$ cat src/rtl/mem_stage_pkg.sv
// Shared widths, stall encoding and load-op codes for the MIPS memory stage.
package mem_stage_pkg;

    localparam int EX_TO_MEM_WD = 76;
    localparam int MEM_TO_WB_WD = 70;
    localparam int StallBus     = 6;

    localparam logic        Stop     = 1'b1;
    localparam logic        NoStop   = 1'b0;
    localparam logic [31:0] ZeroWord = 32'h0000_0000;

    localparam logic [2:0] LOAD_LW  = 3'b000;
    localparam logic [2:0] LOAD_LB  = 3'b001;
    localparam logic [2:0] LOAD_LBU = 3'b010;
    localparam logic [2:0] LOAD_LH  = 3'b011;
    localparam logic [2:0] LOAD_LHU = 3'b100;

    // Field order matches the EX bus bit layout, MSB first.
    typedef struct packed {
        logic [31:0] pc;
        logic        data_ram_en;
        logic [3:0]  data_ram_wen;
        logic        sel_rf_res;
        logic        rf_we;
        logic [4:0]  rf_waddr;
        logic [31:0] ex_result;
    } ex_to_mem_t;

    typedef struct packed {
        logic [31:0] pc;
        logic        rf_we;
        logic [4:0]  rf_waddr;
        logic [31:0] rf_wdata;
    } mem_to_wb_t;

endpackage

$ cat src/rtl/mem_load_align.sv
// Load lane select and sign/zero extension of the returned SRAM word.
module mem_load_align
    import mem_stage_pkg::*;
(
    input  logic [31:0] rdata,
    input  logic [1:0]  addr,
    input  logic [2:0]  load_op,
    output logic [31:0] load_data
);

    logic [7:0]  byte_sel;
    logic [15:0] half_sel;

    // Misaligned halves/words are not trapped: halves use addr[1], words ignore addr.
    always_comb begin
        byte_sel = rdata[{addr, 3'b000} +: 8];
        half_sel = addr[1] ? rdata[31:16] : rdata[15:0];
        case (load_op)
            LOAD_LB:  load_data = {{24{byte_sel[7]}}, byte_sel};
            LOAD_LBU: load_data = {24'h0, byte_sel};
            LOAD_LH:  load_data = {{16{half_sel[15]}}, half_sel};
            LOAD_LHU: load_data = {16'h0, half_sel};
            default:  load_data = rdata;
        endcase
    end

endmodule

$ cat src/rtl/mem_stage.sv
// MIPS memory stage: EX->MEM register, load-data hold buffer, WB bus and ID bypass.
// MEM_FWD_EN drives the bypass outputs; without it they are tied to zero.
module mem_stage
    import mem_stage_pkg::*;
(
    input  logic                    clk,
    input  logic                    rst,
    input  logic [StallBus-1:0]     stall,
    input  logic [EX_TO_MEM_WD-1:0] ex_to_mem_bus,
    input  logic [2:0]              ex_load_op,
    input  logic [31:0]             data_sram_rdata,
    output logic [MEM_TO_WB_WD-1:0] mem_to_wb_bus,
    output logic                    mem_wreg,
    output logic [4:0]              mem_waddr,
    output logic [31:0]             mem_wdata
);

    ex_to_mem_t ex_r;
    mem_to_wb_t wb;
    logic [2:0]  load_op_r;
    logic        held_valid;
    logic [31:0] rdata_buf;
    logic [31:0] eff_rdata;
    logic [31:0] load_data;
    logic        bubble;
    logic        reg_load;

    assign bubble   = (stall[3] == Stop) && (stall[4] == NoStop);
    assign reg_load = bubble || (stall[3] == NoStop);

    always_ff @(posedge clk) begin
        if (rst) begin
            ex_r      <= '0;
            load_op_r <= '0;
        end else if (bubble) begin
            ex_r      <= '0;
            load_op_r <= '0;
        end else if (stall[3] == NoStop) begin
            ex_r      <= ex_to_mem_bus;
            load_op_r <= ex_load_op;
        end
    end

    // SRAM data is only valid in the first MEM cycle; freeze it for the rest of a stall.
    always_ff @(posedge clk) begin
        if (rst) begin
            held_valid <= 1'b0;
        end else if (reg_load) begin
            held_valid <= 1'b0;
        end else if (!held_valid && ex_r.data_ram_en && ex_r.sel_rf_res) begin
            rdata_buf  <= data_sram_rdata;
            held_valid <= 1'b1;
        end
    end

    assign eff_rdata = held_valid ? rdata_buf : data_sram_rdata;

    mem_load_align u_align (
        .rdata     (eff_rdata),
        .addr      (ex_r.ex_result[1:0]),
        .load_op   (load_op_r),
        .load_data (load_data)
    );

    always_comb begin
        wb.pc       = ex_r.pc;
        wb.rf_we    = ex_r.rf_we;
        wb.rf_waddr = ex_r.rf_waddr;
        wb.rf_wdata = ex_r.sel_rf_res ? load_data : ex_r.ex_result;
    end

    assign mem_to_wb_bus = wb;

`ifdef MEM_FWD_EN
    assign mem_wreg  = wb.rf_we;
    assign mem_waddr = wb.rf_waddr;
    assign mem_wdata = wb.rf_wdata;
`else
    assign mem_wreg  = 1'b0;
    assign mem_waddr = 5'd0;
    assign mem_wdata = ZeroWord;
`endif

endmodule

$ cat config.mk
export PLATFORM = sky130hd
export DESIGN_NAME = mem_stage
export DESIGN_NICKNAME = d
export VERILOG_FILES = /design/src/rtl/mem_stage_pkg.sv /design/src/rtl/mem_load_align.sv /design/src/rtl/mem_stage.sv
export SDC_FILE = /design/constraint.sdc
export NUM_CORES = 1
export LEC_CHECK = 0
export CORE_MARGIN = 2
export CORE_UTILIZATION = 49
export DETAILED_ROUTE_END_ITERATION = 8
export PLACE_DENSITY = 0.87
export SLEW_MARGIN = 20
export SYNTH_ARGS = -nofsm -noshare
export SYNTH_HDL_FRONTEND = slang
export SYNTH_HIERARCHICAL = 1
export SYNTH_SLANG_ARGS = --single-unit
$ cat constraint.sdc
create_clock -name clk -period 7.4 [get_ports clk]
set_input_delay 1.11 -clock clk [delete_from_list [all_inputs] [get_ports clk]]
set_output_delay 1.11 -clock clk [all_outputs]
set_load 0.02 [all_outputs]
# Yosys cells after proc, flatten, opt, wreduce, memory -nomap -nowiden
# Index checks and enable logic that the tools add are counted.
# op_classes
bitwise,4
n_eq_ne,4
muxes,4
reduce_logical,8
shifts,1
# op_table
operator,n
32-bit case mux with 4 select lines,1
32-bit two-way mux,2
32-bit by 6-bit indexed part select with 8-bit output,1
16-bit two-way mux,1
3-bit by 2-bit == test with 1-bit output (second input constant),2
1-bit NOT,4
2-bit OR reduction,2
3-bit by 1-bit == test with 1-bit output (second input constant),1
3-bit == test (second input constant),1
1-bit logical AND,3
3-bit AND reduction,1
1-bit zero test,1
1-bit logical OR,1
# totals
register_bits,108

# Logic depth before layout (Yosys ltp)
# Gate-level depths: netlist of run 1.
# depth
ltp_word,5
depth_mapped,9
ltp_nobuf,6

# Modules after synthesis
# Netlist of run 1, hierarchy kept.
# by_module_without_submodules
mod,seq_area_each_um2,n_inst,cells_per_inst,area_each_um2
mem_stage,2482.4,1,519,5287.6
mem_load_align,0.0,1,120,849.6

# Worst setup path after synthesis of run 1
# Ideal clock, no wire load.
# synth_timing
path_type,input-to-output
start,input data_sram_rdata[31]
end,output mem_to_wb_bus[16]
arrival_time_ps,2729
setup_slack_ps,3561
required_time_ps,6290
stages,7
cell_sequence,mux2_2 mux4_2 nor2_1 a311oi_4 buf_6 a21o_1 mux2_2
# synth_between
elab_chain_len,4
word_cells_on_any_way,5
cone_classes,shift: 1; mux: 4
# synth_lines
element,line,source
from (decl),mem_stage.sv:11,"input logic [31:0] data_sram_rdata,"
32-bit two-way mux *,mem_stage.sv:56,assign eff_rdata = held_valid ? rdata_buf : data_sram_rdata;
32-bit by 6-bit indexed part select with 8-bit output / 16-bit two-way mux (equally long branches),"mem_load_align.sv:16, mem_load_align.sv:17",
32-bit case mux with 4 select lines *,mem_load_align.sv:18,case (load_op)
net load_data[16],mem_stage.sv:24,logic [31:0] load_data;
32-bit two-way mux *,mem_stage.sv:69,wb.rf_wdata = ex_r.sel_rf_res ? load_data : ex_r.ex_result;
to (decl),mem_stage.sv:12,"output logic [MEM_TO_WB_WD-1:0] mem_to_wb_bus,"
# Mark *: on every way through the listed nets, which the timed path passes. The rest lies on a longest branch.

# Final worst setup path of run 1
# layout_timing
start,register held_valid
end,output mem_to_wb_bus[16]
# layout_between
elab_chain_len,4
word_cells_on_any_way,5
cone_classes,shift: 1; mux: 4
# layout_lines
element,line,source
from (decl),mem_stage.sv:21,logic held_valid;
from (signal assigned),mem_stage.sv:47,held_valid <= 1'b0;
from (signal assigned),mem_stage.sv:49,held_valid <= 1'b0;
from (signal assigned),mem_stage.sv:52,held_valid <= 1'b1;
32-bit two-way mux,mem_stage.sv:56,
net eff_rdata[23],mem_stage.sv:23,logic [31:0] eff_rdata;
32-bit by 6-bit indexed part select with 8-bit output,mem_load_align.sv:16,"byte_sel = rdata[{addr, 3'b000} +: 8];"
32-bit case mux with 4 select lines,mem_load_align.sv:18,
net load_data[16],mem_stage.sv:24,
32-bit two-way mux,mem_stage.sv:69,
# The timed path passes the listed nets, and every way through them passes these cells.

==> flow_summary_export.csv, run 1 <==
group,metric,value,unit
synthesis,synth_top_area_cell,"dfxtp_1",
synthesis,synthSimpleGateAreaFrac,0.1672,
floorplanning,fp.dieH,115.9,um
layout,antenna_cells,0,
timing,hold_viol_final,0,
routing,routedWlPerCell,17.48,um
synthesis,muxShareOfSynthArea,0.1260,
worst_setup_path,worstSetupEndpointType,"primary output",
clock_network,cts.htree.levels,3,
timing,worst_slack,2350,ps
clock_network,cts_hold_buf,0,
placed_design,finalWeightedCongestion,0.8790,
routing,drtIter0Drc,446,
synthesis,synthXorXnorAreaFrac,0.002854,
job,maxCapViolations,0,
global_route,grt_pass1_vias,4784,
placed_design,pre_cts_ws,2467,ps
floorplanning,rows,40,
outcome,status,"finished, final reports clean",
floorplanning,dieArea,13440,um2
synthesis,synthCells,639,
routing,vias,4966,
timing,worst_pin_slew,847.5,ps
clock_network,clockRootBuffer,"clkbuf_16",
placed_design,io_buffers,180,
global_route,grt_pass1_wl,24200,um
timing,fin_skew,7.934,ps
floorplanning,die_w,115.9,um
power,p_leak,2.869,nW
clock_network,clk_path_buf_depth,2,
clock_network,ctsResizeCount,0,
synthesis,synth-edff-count,32,
worst_setup_path,path_max_fanout,19,
timing,fin_tns_setup,0,ps
worst_setup_path,required,6290,ps
floorplanning,initial_utilization,0.5067,
worst_setup_path,crit_arrival,3940,ps
timing,timing.final.crit_share,0.6824,
synthesis,async_reset_ff_frac,0,
layout,nets,863,
global_route,grt_max_degree,85,
worst_setup_path,start_kind,"flop",
worst_setup_path,crit_start,"held_valid$_SDFFE_PP0P_",
worst_hold_path,min_path_type,"flop to flop",
clock_network,cts_tree,"done",
worst_setup_path,path_class,"flop to primary output",
synthesis,yosysSeqAreaShare,0.4045,
global_route,antenna_found_initial,0,
synthesis,ys_seq_elements,108,
synthesis,synthTopCellsByArea,"dfxtp_1 25%, edfxtp_1 16%, mux2_2 12%",
global_route,overflow,0,
synthesis,synth_top_family_by_area,"simple AND/OR/NAND/NOR gates",
timing,fin_hold_ws,483.0,ps
clock_network,cts_sinks,108,
routing,drc,0,
synthesis,synth_ff_type,"dfxtp_1",
worst_hold_path,min_from,"ex_r[15]$_SDFFE_PP0N_",
timing,timing.slew.headroom,0.4342,
timing,clock.fmax,198.0,MHz
routing,ant_nets,0,
timing,slew_violations,0,
synthesis,synth_cell_types,40,
clock_network,clock_latency,360,ps
power,ir_drop,0.0002010,V
routing,wl,16030,um
global_route,track_usage,0.2323,
worst_setup_path,reg2reg_from,"ex_r[38]$_SDFFE_PP0N_",
routing,first_pass_iters,5,
layout,nFillCells,982,
layout,area_growth,26.63,%
synthesis,yosys.area_share.adder,0,
routing,via_per_inst,5.415,
placed_design,place_hpwl,11410,um
synthesis,synth_top_area_frac,0.2479,
clock_network,cts_made_buffers,9,
timing,final-setup-viol-count,0,
synthesis,ys_warn_count,6,
floorplanning,fp.coreArea,12110,um2
synthesis,synth_compound_area_frac,0.1507,
clock_network,path_clk_slew,70,ps
floorplanning,num_io_pins,227,
timing,fin_crit,5050,ps
timing,rsz0062_at_grt,"false",
clock_network,postCtsSetupBuffers,0,
synthesis,synth_area,6137,um2
layout,drive_gt1_frac,0.1308,
power,power_density,190.8,nW/um2
synthesis,avgSynthCellArea,9.604,um2
-- final timing paths --
path | end | slack (ps) | cells past startpoint
worst max-delay path | mem_to_wb_bus[16] | 2350 | 8
worst min-delay path | ex_r[15]$_SDFFE_PP0N_ | 480 | 2
worst max register to register | rdata_buf[22]$_DFFE_PP_ | 5580 | 4
worst min register to register | ex_r[15]$_SDFFE_PP0N_ | 480 | 2
-- metal layers --
layer | vias up | GRT usage | wire [um]
li1 | 2362 | - | -
met1 | 2324 | 0.2852 | 6433
met2 | 254 | 0.3731 | 7680
met3 | 26 | 0.09362 | 1556
met4 | 0 | 0.07857 | 361
met5 | - | 0 | 0
-- Yosys cell counts, types with 4 or more instances --
| cell | count |
|---|---|
| buf_6 | 11 |
| o22ai_1 | 8 |
| nand2b_1 | 77 |
| buf_2 | 16 |
| edfxtp_1 | 32 |
| mux2_2 | 64 |
| a32oi_1 | 8 |
| dfxtp_1 | 76 |
| nand2_1 | 21 |
| buf_4 | 80 |
| buf_1 | 4 |
| nand3_1 | 75 |
| a221o_1 | 7 |
| clkbuf_1 | 17 |
| a21oi_1 | 86 |
| a211o_1 | 9 |
| a21o_1 | 16 |
-- cell families (layout without fill, tap and decap cells) --
group,count (synthesis),after routing
buf+inv,132,205
compound gates,143,143
mux,68,68
simple gates,185,185
other cells,1,38
flops,108,108
xor+xnor,2,2
-- cell type report --
class,count,area (um2),share of cell area
Timing Repair Buffer,186,1834,0.2360
Clock inverter,5,82.58,0.01063
Inverter,3,11.26,0.001449
Multi-Input combinational cell,436,2898,0.3729
Tap cell,168,210.2,0.02705
Sequential cell,108,2482,0.3194
Clock buffer,11,252.7,0.03252
-- worst max-delay path, cell delays in order (launching register included) --
cell,delay (ps)
dfxtp_1,860
buf_4,370
mux2_2,430
mux4_2,480
nor2_1,200
a311oi_4,140
a21o_1,240
mux2_2,280
clkdlybuf4s50_1,550
-- registers in the layout, summed over array words and instances, names as in the netlist --
register and flops:
load_op_r 3, rdata_buf 32, ex_r 34, mem_to_wb_bus 38, held_valid 1
-- report_power, final --
| part | internal (W) | switching, W | total [W] |
|---|---|---|---|
| clock network | 0.000317 | 0.000224 | 0.000541 |
| logic | 0.000150 | 0.000149 | 0.000298 |
| registers | 0.000628 | 0.0000158 | 0.000644 |
| total | 0.00109 | 0.000389 | 0.00148 |
-- through the flow --
stage | cells | utilization | area [um2] | total power, W
after global placement | 901 | 0.6133 | 7428 | 0.0009458
final | 917 | 0.6416 | 7771 | 0.001483
after global routing | 917 | 0.6416 | 7771 | 0.001536
after floorplan | 676 | - | 6276 | 0.0008513
after CTS | 917 | 0.6410 | 7764 | 0.001488
after detailed placement | 901 | 0.6133 | 7428 | 0.0009519
-- cells in the final DEF (no fill, tap or decap), drive strengths merged, types with 2 or more instances in the layout --
master and n:
nor3 3, nand3 75, a221o 7, o21ai 4, bufinv 2, clkdlybuf4s50 177, a21o 16, inv 4
o22ai 8, mux2i 3, nor2 4, a32oi 8, nand3b 2, conb 38, a211o 9, edfxtp 32
mux2 64, a21oi 86, dfxtp 76, nand2 21, clkinv 2, nand2b 77, buf 9, clkbuf 11
Power figures use the tool's default switching activity.
==> run 2: changes to the inputs <==
--- a/config.mk
+++ b/config.mk
@@ -6,9 +6,9 @@
 export NUM_CORES = 1
 export LEC_CHECK = 0
 export CORE_MARGIN = 2
-export CORE_UTILIZATION = 49
+export CORE_UTILIZATION = 45
 export DETAILED_ROUTE_END_ITERATION = 8
-export PLACE_DENSITY = 0.87
+export PLACE_DENSITY = 0.81
 export SLEW_MARGIN = 20
 export SYNTH_ARGS = -nofsm -noshare
 export SYNTH_HDL_FRONTEND = slang
==> constraint.sdc (replaced) <==
create_clock -name clk -period 5.2 [get_ports clk]
set_input_delay 0.78 -clock clk [delete_from_list [all_inputs] [get_ports clk]]
set_output_delay 0.78 -clock clk [all_outputs]
set_load 0.02 [all_outputs]
==> run 2 against run 1 <==
Effect of this change: the flow now finishes with violations (DRC); final cell count increased by 0.87%; critical endpoint is now mem_to_wb_bus[15]; register-to-register slack got worse by 2200 ps; final area decreased by 0.21%; global-route usage decreased by 2.1 points; first-iteration DRC count decreased by 15%; sequential power increased by 42%; count of clock-buffer cells in the layout decreased by 1.
==> flow_summary_export.csv, run 2 (synthesized netlist as in run 1, its figures left out) <==
group,metric,value,unit
outcome,status,"complete, but fails checks",
outcome,failed_checks,"DRC",
worst_setup_path,path_max_fanout,19,
routing,routedWlPerCell,17.20,um
worst_setup_path,crit_arrival,3690,ps
floorplanning,num_io_pins,227,
clock_network,cts_sinks,108,
layout,multiInputGateArea,2898,um2
worst_setup_path,path_class,"flop to primary output",
clock_network,clock_latency,360,ps
clock_network,cts.htree.levels,3,
worst_hold_path,min_path_type,"flop to flop",
routing,via_per_inst,5.333,
floorplanning,fp.coreArea,13300,um2
power,p_int,0.001469,W
global_route,overflow,0,
global_route,track_usage,0.2112,
routing,drc,1,
routing,ant_nets,0,
power,p_switching,0.0005627,W
floorplanning,initial_utilization,0.4616,
clock_network,clockRootBuffer,"clkbuf_16",
worst_setup_path,start_kind,"flop",
layout,drive_gt1_frac,0.1308,
power,p_leak,2.848,nW
layout,area_growth,26.36,%
routing,first_pass_iters,7,
layout,antenna_cells,0,
timing,fin_skew,8.950,ps
clock_network,cts_hold_buf,0,
floorplanning,fp.dieH,120.8,um
floorplanning,dieArea,14590,um2
clock_network,cts_made_buffers,9,
placed_design,place_hpwl,11150,um
global_route,grt_pass1_vias,4719,
routing,wl,15910,um
timing,fin_hold_ws,483.3,ps
clock_network,path_clk_slew,80,ps
layout,register_area,2482,um2
timing,final-setup-viol-count,0,
layout,largest_reg_flops,38,
worst_setup_path,worstSetupEndpointType,"primary output",
clock_network,ctsResizeCount,0,
layout,final_cell_mix,"177 x clkdlybuf4s50_1, 86 x a21oi_1, 77 x nand2b_1, 76 x dfxtp_1, 75 x nand3_1",
timing,clock.fmax,224.0,MHz
timing,worst_pin_slew,940.9,ps
layout,nFillCells,1158,
job,maxCapViolations,0,
power,share_comb_of_total_power,0.209,
placed_design,finalWeightedCongestion,0.8654,
layout,final_cell_area,7755,um2
worst_setup_path,required,4420,ps
power,p_clk_frac,0.341,
timing,rsz0062_at_grt,"false",
clock_network,clk_path_buf_depth,2,
global_route,grt_max_degree,151,
clock_network,postCtsSetupBuffers,0,
global_route,grt_pass1_wl,24010,um
power,ir_drop,0.0002015,V
placed_design,dpl-instance-area,7438,um2
power,power_density,262.0,nW/um2
timing,fin_crit,4465,ps
timing,fin_tns_setup,0,ps
placed_design,io_buffers,180,
timing,timing.final.crit_share,0.8587,
layout,layout_commonest_cell,"clkdlybuf4s50_1",
timing,hold_viol_final,0,
clock_network,cts_tree,"done",
timing,timing.slew.headroom,0.3719,
timing,slew_violations,0,
power,sw_frac_of_total,0.2769,
routing,drtIter0Drc,379,
global_route,antenna_found_initial,0,
layout,nets,863,
power,pwr-share-seq,0.451,
floorplanning,rows,42,
routing,vias,4933,
floorplanning,die_w,120.8,um
==> run 2: cell types whose count changed in the layout (fill, tap and decap cells not counted), sizes merged <==
cell      before  now
bufinv         2    0
clkinvlp       0    2
clkbuf        11   10
inv            4    5
==> run 2: worst max-delay path: stages, from the launching register on <==
cell	delay, ps
dfxtp_1	940
mux2_2	480
mux4_2	500
nor3b_2	240
a211o_1	300
mux2_2	310
clkdlybuf4s50_1	550
==> run 2: power groups by stage <==
| stage | Combinational, W | Sequential [W] | Clock, W |
|---|---|---|---|
| after global placement | 0.000415 | 0.000932 | 0 |
| final | 0.000424 | 0.000916 | 0.000692 |
| after CTS | 0.000423 | 0.000915 | 0.000714 |
| after floorplan | 0.000288 | 0.000923 | 0 |
| after detailed placement | 0.000421 | 0.000935 | 0 |
| after global routing | 0.000452 | 0.000919 | 0.000745 |
==> run 2: worst paths after layout <==
check | to | from | depth (start not counted) | slack (ps)
hold / removal | mem_to_wb_bus[53]$_SDFFE_PP0N_ | mem_to_wb_bus[53]$_SDFFE_PP0N_ | 2 | 480
setup / recovery | mem_to_wb_bus[15] | held_valid$_SDFFE_PP0P_ | 6 | 730
setup reg to reg | rdata_buf[18]$_DFFE_PP_ | ex_r[38]$_SDFFE_PP0N_ | 4 | 3400
hold reg to reg | mem_to_wb_bus[53]$_SDFFE_PP0N_ | mem_to_wb_bus[53]$_SDFFE_PP0N_ | 2 | 480
==> run 2: cell type report <==
class,count,share of cell area
multi-input cells,436,0.3737
inverters,3,0.001452
repair buffers,186,0.2370
clock buffers,10,0.03227
clock inverters,6,0.007099
well taps,176,0.02840
flip-flops and latches,108,0.3201
==> run 2: layer usage <==
metal  global-route usage  part of all wire  vias up
li1                     -                 -     2367
met1               0.2674              0.42     2331
met2               0.3400              0.47      215
met3              0.07217             0.089       20
met4              0.06468             0.020        0
met5                    0                 0        -
==> run 2: per-stage QoR <==
| stage | power (W) | std cells | util | setup slack, ps |
|---|---|---|---|---|
| floorplan | 0.001211 | 676 | - | 2021 |
| global placement | 0.001348 | 909 | 0.5595 | 979.2 |
| detailed placement | 0.001356 | 909 | 0.5595 | 943.5 |
| CTS | 0.002053 | 925 | 0.5824 | 715.4 |
| global route | 0.002116 | 925 | 0.5833 | 564.5 |
| finish | 0.002032 | 925 | 0.5833 | 734.7 |
